$ cat config.mk
export PLATFORM = sky130hd
export DESIGN_NAME = diagv2_data_bridge
export DESIGN_NICKNAME = d
export VERILOG_FILES = /design/src/rtl/diagv2_data_bridge.sv
export SDC_FILE = /design/constraint.sdc
export NUM_CORES = 1
export LEC_CHECK = 0
export CORE_AREA = 2 2 180 182
export CTS_CLUSTER_SIZE = 24
export DETAILED_ROUTE_END_ITERATION = 7
export DIE_AREA = 0 0 182 184
export SKIP_CTS_REPAIR_TIMING = 1
export SYNTH_ARGS = -nofsm -noshare
export SYNTH_HDL_FRONTEND = slang
export SYNTH_SLANG_ARGS = --single-unit
export TNS_END_PERCENT = 20
$ cat constraint.sdc
create_clock -name clk -period 4.2 [get_ports clk]
set_input_delay 1.05 -clock clk [delete_from_list [all_inputs] [get_ports clk]]
set_output_delay 1.05 -clock clk [all_outputs]
set_load 0.1 [all_outputs]
$ cat src/rtl/diagv2_data_bridge.sv
// Data-side bridge from the core memory stage to N_REGIONS memory-mapped targets:
// region decode, alignment check, per-region wait states, core stall, load extension.
module diagv2_data_bridge #(
    parameter int                     XLEN         = 64,
    parameter int                     N_REGIONS    = 2,
    parameter int                     REGION_SHIFT = 28,
    parameter logic [N_REGIONS*4-1:0] WAIT_STATES  = {N_REGIONS{4'd0}}
) (
    input  logic                      clk,
    input  logic                      reset,
    input  logic                      req_valid,
    input  logic                      req_write,
    input  logic [2:0]                req_type,
    input  logic [XLEN-1:0]           req_addr,
    input  logic [XLEN-1:0]           req_wdata,
    output logic                      stall,
    output logic                      rsp_valid,
    output logic [XLEN-1:0]           rsp_rdata,
    output logic                      rsp_err,
    output logic [N_REGIONS-1:0]      tgt_sel,
    output logic                      tgt_we,
    output logic [2:0]                tgt_type,
    output logic [XLEN-1:0]           tgt_addr,
    output logic [XLEN-1:0]           tgt_wdata,
    input  logic [N_REGIONS*XLEN-1:0] tgt_rdata
);
    localparam int IDXW = (N_REGIONS > 1) ? $clog2(N_REGIONS) : 1;

    typedef enum logic [1:0] {IDLE, ACCESS, ERR} state_e;

    state_e                state_q, state_d;
    logic [3:0]            cnt_q, cnt_d;
    logic [N_REGIONS-1:0]  sel_q, sel_d;
    logic                  we_q, we_d;
    logic [2:0]            type_q, type_d;
    logic [XLEN-1:0]       addr_q, addr_d;
    logic [XLEN-1:0]       wdata_q, wdata_d;
    logic [XLEN-1:0]       rdata_q, rdata_d;
    logic                  rsp_valid_q, rsp_valid_d;
    logic                  rsp_err_q, rsp_err_d;

    logic [IDXW-1:0]       idx;
    logic                  dec_err, align_err, type_err, req_err;
    logic [XLEN-1:0]       raw, ext;
    logic                  stall_raw, we_raw;

    assign idx       = req_addr[REGION_SHIFT +: IDXW];
    assign dec_err   = int'(idx) >= N_REGIONS;
    assign align_err = (req_type[1:0] == 2'b01 && req_addr[0])
                    || (req_type[1:0] == 2'b10 && |req_addr[1:0])
                    || (req_type[1:0] == 2'b11 && |req_addr[2:0]);
    // Doubleword types do not exist on a 32-bit core.
    assign type_err  = (req_type == 3'b111)
                    || ((XLEN == 32) && (req_type == 3'b011 || req_type == 3'b110));
    assign req_err   = dec_err || align_err || type_err;

    always_comb begin
        raw = '0;
        for (int i = 0; i < N_REGIONS; i++) begin
            if (sel_q[i]) raw = raw | tgt_rdata[i*XLEN +: XLEN];
        end
    end

    always_comb begin
        case (type_q)
            3'b000:  ext = XLEN'(signed'(raw[7:0]));
            3'b001:  ext = XLEN'(signed'(raw[15:0]));
            3'b010:  ext = XLEN'(signed'(raw[31:0]));
            3'b011:  ext = raw;
            3'b100:  ext = XLEN'(raw[7:0]);
            3'b101:  ext = XLEN'(raw[15:0]);
            3'b110:  ext = XLEN'(raw[31:0]);
            default: ext = '0;
        endcase
    end

    always_comb begin
        state_d     = state_q;
        cnt_d       = cnt_q;
        sel_d       = sel_q;
        we_d        = we_q;
        type_d      = type_q;
        addr_d      = addr_q;
        wdata_d     = wdata_q;
        rdata_d     = '0;
        rsp_valid_d = 1'b0;
        rsp_err_d   = 1'b0;
        stall_raw   = 1'b0;
        we_raw      = 1'b0;
        case (state_q)
            IDLE: begin
                if (req_valid) begin
                    stall_raw = 1'b1;
                    if (req_err) begin
                        state_d = ERR;
                    end else begin
                        sel_d   = N_REGIONS'(1) << idx;
                        we_d    = req_write;
                        type_d  = req_type;
                        addr_d  = req_addr;
                        wdata_d = req_wdata;
                        cnt_d   = WAIT_STATES[4*idx +: 4];
                        state_d = ACCESS;
                    end
                end
            end
            ACCESS: begin
                stall_raw = 1'b1;
                if (cnt_q != 4'd0) begin
                    cnt_d = cnt_q - 4'd1;
                end else begin
                    we_raw      = we_q;
                    rsp_valid_d = 1'b1;
                    rdata_d     = we_q ? '0 : ext;
                    sel_d       = '0;
                    state_d     = IDLE;
                end
            end
            ERR: begin
                stall_raw   = 1'b1;
                rsp_valid_d = 1'b1;
                rsp_err_d   = 1'b1;
                state_d     = IDLE;
            end
            default: state_d = IDLE;
        endcase
    end

    always_ff @(posedge clk) begin
        if (reset) begin
            state_q     <= IDLE;
            cnt_q       <= '0;
            sel_q       <= '0;
            we_q        <= 1'b0;
            type_q      <= '0;
            addr_q      <= '0;
            wdata_q     <= '0;
            rdata_q     <= '0;
            rsp_valid_q <= 1'b0;
            rsp_err_q   <= 1'b0;
        end else begin
            state_q     <= state_d;
            cnt_q       <= cnt_d;
            sel_q       <= sel_d;
            we_q        <= we_d;
            type_q      <= type_d;
            addr_q      <= addr_d;
            wdata_q     <= wdata_d;
            rdata_q     <= rdata_d;
            rsp_valid_q <= rsp_valid_d;
            rsp_err_q   <= rsp_err_d;
        end
    end

    // Reset forces the combinational outputs low too, so an aborted access never strobes.
    assign stall     = stall_raw & ~reset;
    assign tgt_we    = we_raw & ~reset;
    assign rsp_valid = rsp_valid_q;
    assign rsp_err   = rsp_err_q;
    assign rsp_rdata = rdata_q;
    assign tgt_sel   = sel_q;
    assign tgt_type  = type_q;
    assign tgt_addr  = addr_q;
    assign tgt_wdata = wdata_q;

endmodule

==> out/metrics.cfg <==
[worst_setup_path]
critical_path_class=input pin to output port
critPathLaunchType=input pin
cpMaxStageDelayCell=clkdlybuf4s50_1
critPathBufInv=2
slowest_delay_ns=0.51
endpoint_kind=output port
reg2reg_from=tgt_sel[0]$_SDFFE_PP0P_
path_cells=clkdlybuf4s50_1 -> and2_4 -> nor2_1 -> nor3_2 -> buf_12
cp_top_family=buffers and inverters
required_ns=3.15
rr_endpoint=rsp_rdata[50]$_SDFF_PP0_
crit_fanout=4
reg2reg_depth=6
rrSetupSlack_ns=1.70
arrival_ns=2.19

[grt]
antenna_found_initial=2
grt_pass1_vias=8039
grt_pass1_wl_mm=46.0
grt_max_degree=105
globalRouteOverflowTotal=0
grt_util_all_layers=0.174

[clock_network]
cts_tree=done
worst_skew_pair.late_latency_ns=0.53
cts_root_buf=clkbuf_16
h-tree-depth=1
numCtsBuffers=25
path_clk_slew_ns=0.06
clk_path_buf_depth=3
cts.sinks=206

[sta]
hold_viol=0
worst_pin_slew_ns=1.07
period_share=0.771
period_needed_ns=3.24
tns_ns=0
skew_ns=0.0282
rsz0062_at_grt=no
setup_viol=0
slew_headroom=0.281
setup_ws_ns=0.962
clock.fmax_mhz=309
slew_violations=0

[final_layout]
fillers=3144
drive_gt1_frac=0.0618
area_delta_synth_final_pct=71.9
nNetsFinal=1642

[drt]
vias=8172
wl_per_cell_um=17.2
viasPerCell=4.55
wl_mm=30.8
drtAntennaViolNets=0
drc=0
drt_iter0_drc=228
first_pass_iters=6

[synth]
syn_inst=950
ys_warn_count=0
seq_area_frac_synth=0.519
ys_types=50
synth_seq_cells=206
synth_area_leaders=dfxtp_1 52%, nand2_1 15%, a21oi_1 12%
yosysTopAreaCell=dfxtp_1
synth_top_area_frac=0.519
syn-mean-instance-area_um2=8.36
syn-num-nets=1219
syn_area_mm2=0.00794

[run_status]
status=completed

[power]
p_seq_frac=0.374
max-vdd-ir-drop_uv=291
clkPwrFrac=0.410
p_sw_frac=0.306
power.switching_uw=1690
leakagePower_uw=0.00472
p_int_uw=3840
power.share.combinational=0.216
cellPowerDensity_mw_per_mm2=405

[die]
pin_count=464
row_count=65
die_y_um=184
initial_utilization=0.253
design.die.area_mm2=0.0335
core_area_mm2=0.0314
fp.dieW_um=182

[placed_design]
globalplace.congestion=0.771
hpwl_mm=22.3
io_buffers=463
place_ws_ns=0.892

[min_path]
holdCritPathClass=flip-flop to flip-flop
min_from=tgt_wdata[26]$_SDFFE_PP0P_
min_path_cells=2
min_to=tgt_wdata[26]$_SDFFE_PP0P_

[run]
maxCapViolations=0

[state kept, by name, summed over array words and instances (netlist names)]
name,count
tgt_type,3
state_q,2
tgt_addr,64
rsp_err,1
rsp_rdata,64
tgt_sel,2
rsp_valid,1
we_q,1
tgt_wdata,64
cnt_q,4
[cells in the mapped netlist, drive strengths merged]
| cell | count |
|---|---|
| nand3 | 4 |
| o21a | 1 |
| o21ai | 3 |
| a211o | 1 |
| nor3 | 2 |
| nand4 | 3 |
| a32oi | 1 |
| a221oi | 1 |
| a311oi | 1 |
| dfxtp | 206 |
| nand4b | 1 |
| nor2 | 25 |
| o211ai | 1 |
| o32ai | 1 |
| a21oi | 194 |
| a22o | 55 |
| nor4b | 2 |
| ha | 6 |
| buf | 50 |
| a22oi | 11 |
| xnor2 | 1 |
| o22ai | 1 |
| nand2 | 317 |
| and3 | 1 |
| a21boi | 2 |
| nand3b | 1 |
| mux2i | 3 |
| clkbuf | 30 |
| o2bb2ai | 1 |
| nand2b | 2 |
| nor3b | 2 |
| inv | 9 |
| or3b | 1 |
| a31oi | 2 |
| o21bai | 1 |
| nor4 | 3 |
| nor2b | 2 |
| and4 | 1 |
| and2 | 1 |
[worst max path at each step]
| stage | depth (start not counted) | start | to | slack, ns |
|---|---|---|---|---|
| after CTS | 5 | req_valid | stall | 0.96 |
| after global placement | 6 | req_addr[0] | tgt_addr[22]$_SDFFE_PP0P_ | 0.90 |
| after floorplan | 3 | reset | stall | 0.50 |
| final | 5 | req_valid | stall | 0.96 |
| after detailed placement | 6 | req_addr[0] | tgt_addr[33]$_SDFFE_PP0P_ | 0.89 |
| after global routing | 5 | state_q[1]$_SDFFE_PP0P_ | tgt_we | 0.82 |
[through the flow]
stage	utilization	instance area, um^2	total power (uW)	hold WS (ns)	instances
after global placement	0.407	12800	3310	0.441	1748
after global routing	0.435	13600	5760	0.470	1795
final	0.435	13600	5530	0.451	1795
after detailed placement	0.407	12800	3310	0.445	1748
after CTS	0.435	13600	5610	0.454	1793
after floorplan	-	7940	2850	0.440	950
[worst min-delay path, stage by stage (launching register included)]
cell and delay, ns:
dfxtp_1 0.30, nand2_1 0.05, a21oi_1 0.05
[power by group through the flow]
stage / Sequential (uW) / Combinational [uW] / Clock, uW
2_1_floorplan: 2580 / 274 / 0
3_3_place_gp: 2100 / 1200 / 0
4_1_cts: 2060 / 1210 / 2340
6_report: 2060 / 1200 / 2270
3_5_place_dp: 2110 / 1200 / 0
5_1_grt: 2070 / 1260 / 2430
[cells in the final DEF (no fill, tap or decap), types with 4 or more instances in the layout]
cell,instances
a22oi_1,9
bufinv_16,4
nand2_1,317
inv_1,9
clkbuf_16,25
a21oi_1,184
dfxtp_1,204
nand3_1,4
nor2_1,24
ha_1,6
a21oi_2,10
clkdlybuf4s50_1,457
a22o_1,55
buf_4,15
buf_12,4
clkinv_2,5
[metal layers]
layer | global-route usage | vias to the layer above | wire, um
met5 | 0 | - | 0
met4 | 0.0545 | 0 | 692
met3 | 0.0681 | 44 | 3220
met2 | 0.315 | 335 | 15300
met1 | 0.186 | 3750 | 11600
li1 | - | 4043 | -
[layout make-up]
cell class / count / area, um^2 / share of cell area
timing repair buffer: 476 / 4770 / 0.349
inverter: 9 / 33.8 / 0.00248
tap: 402 / 503 / 0.0369
antenna: 2 / 5.00 / 0.000367
multi-input combinational: 655 / 3350 / 0.245
sequential: 206 / 4130 / 0.302
clock buffer: 31 / 678 / 0.0497
clock inverter: 14 / 185 / 0.0136
[kinds of logic after synthesis]
logic type,after synthesis,synth area share
flops,206,0.519
buf+inv,89,0.0599
compound gates,277,0.219
simple gates,368,0.187
fa+ha+maj,6,0.00946
mux,3,0.00378
xor+xnor,1,0.00110
Note: power is estimated with default switching activity, not from simulation.
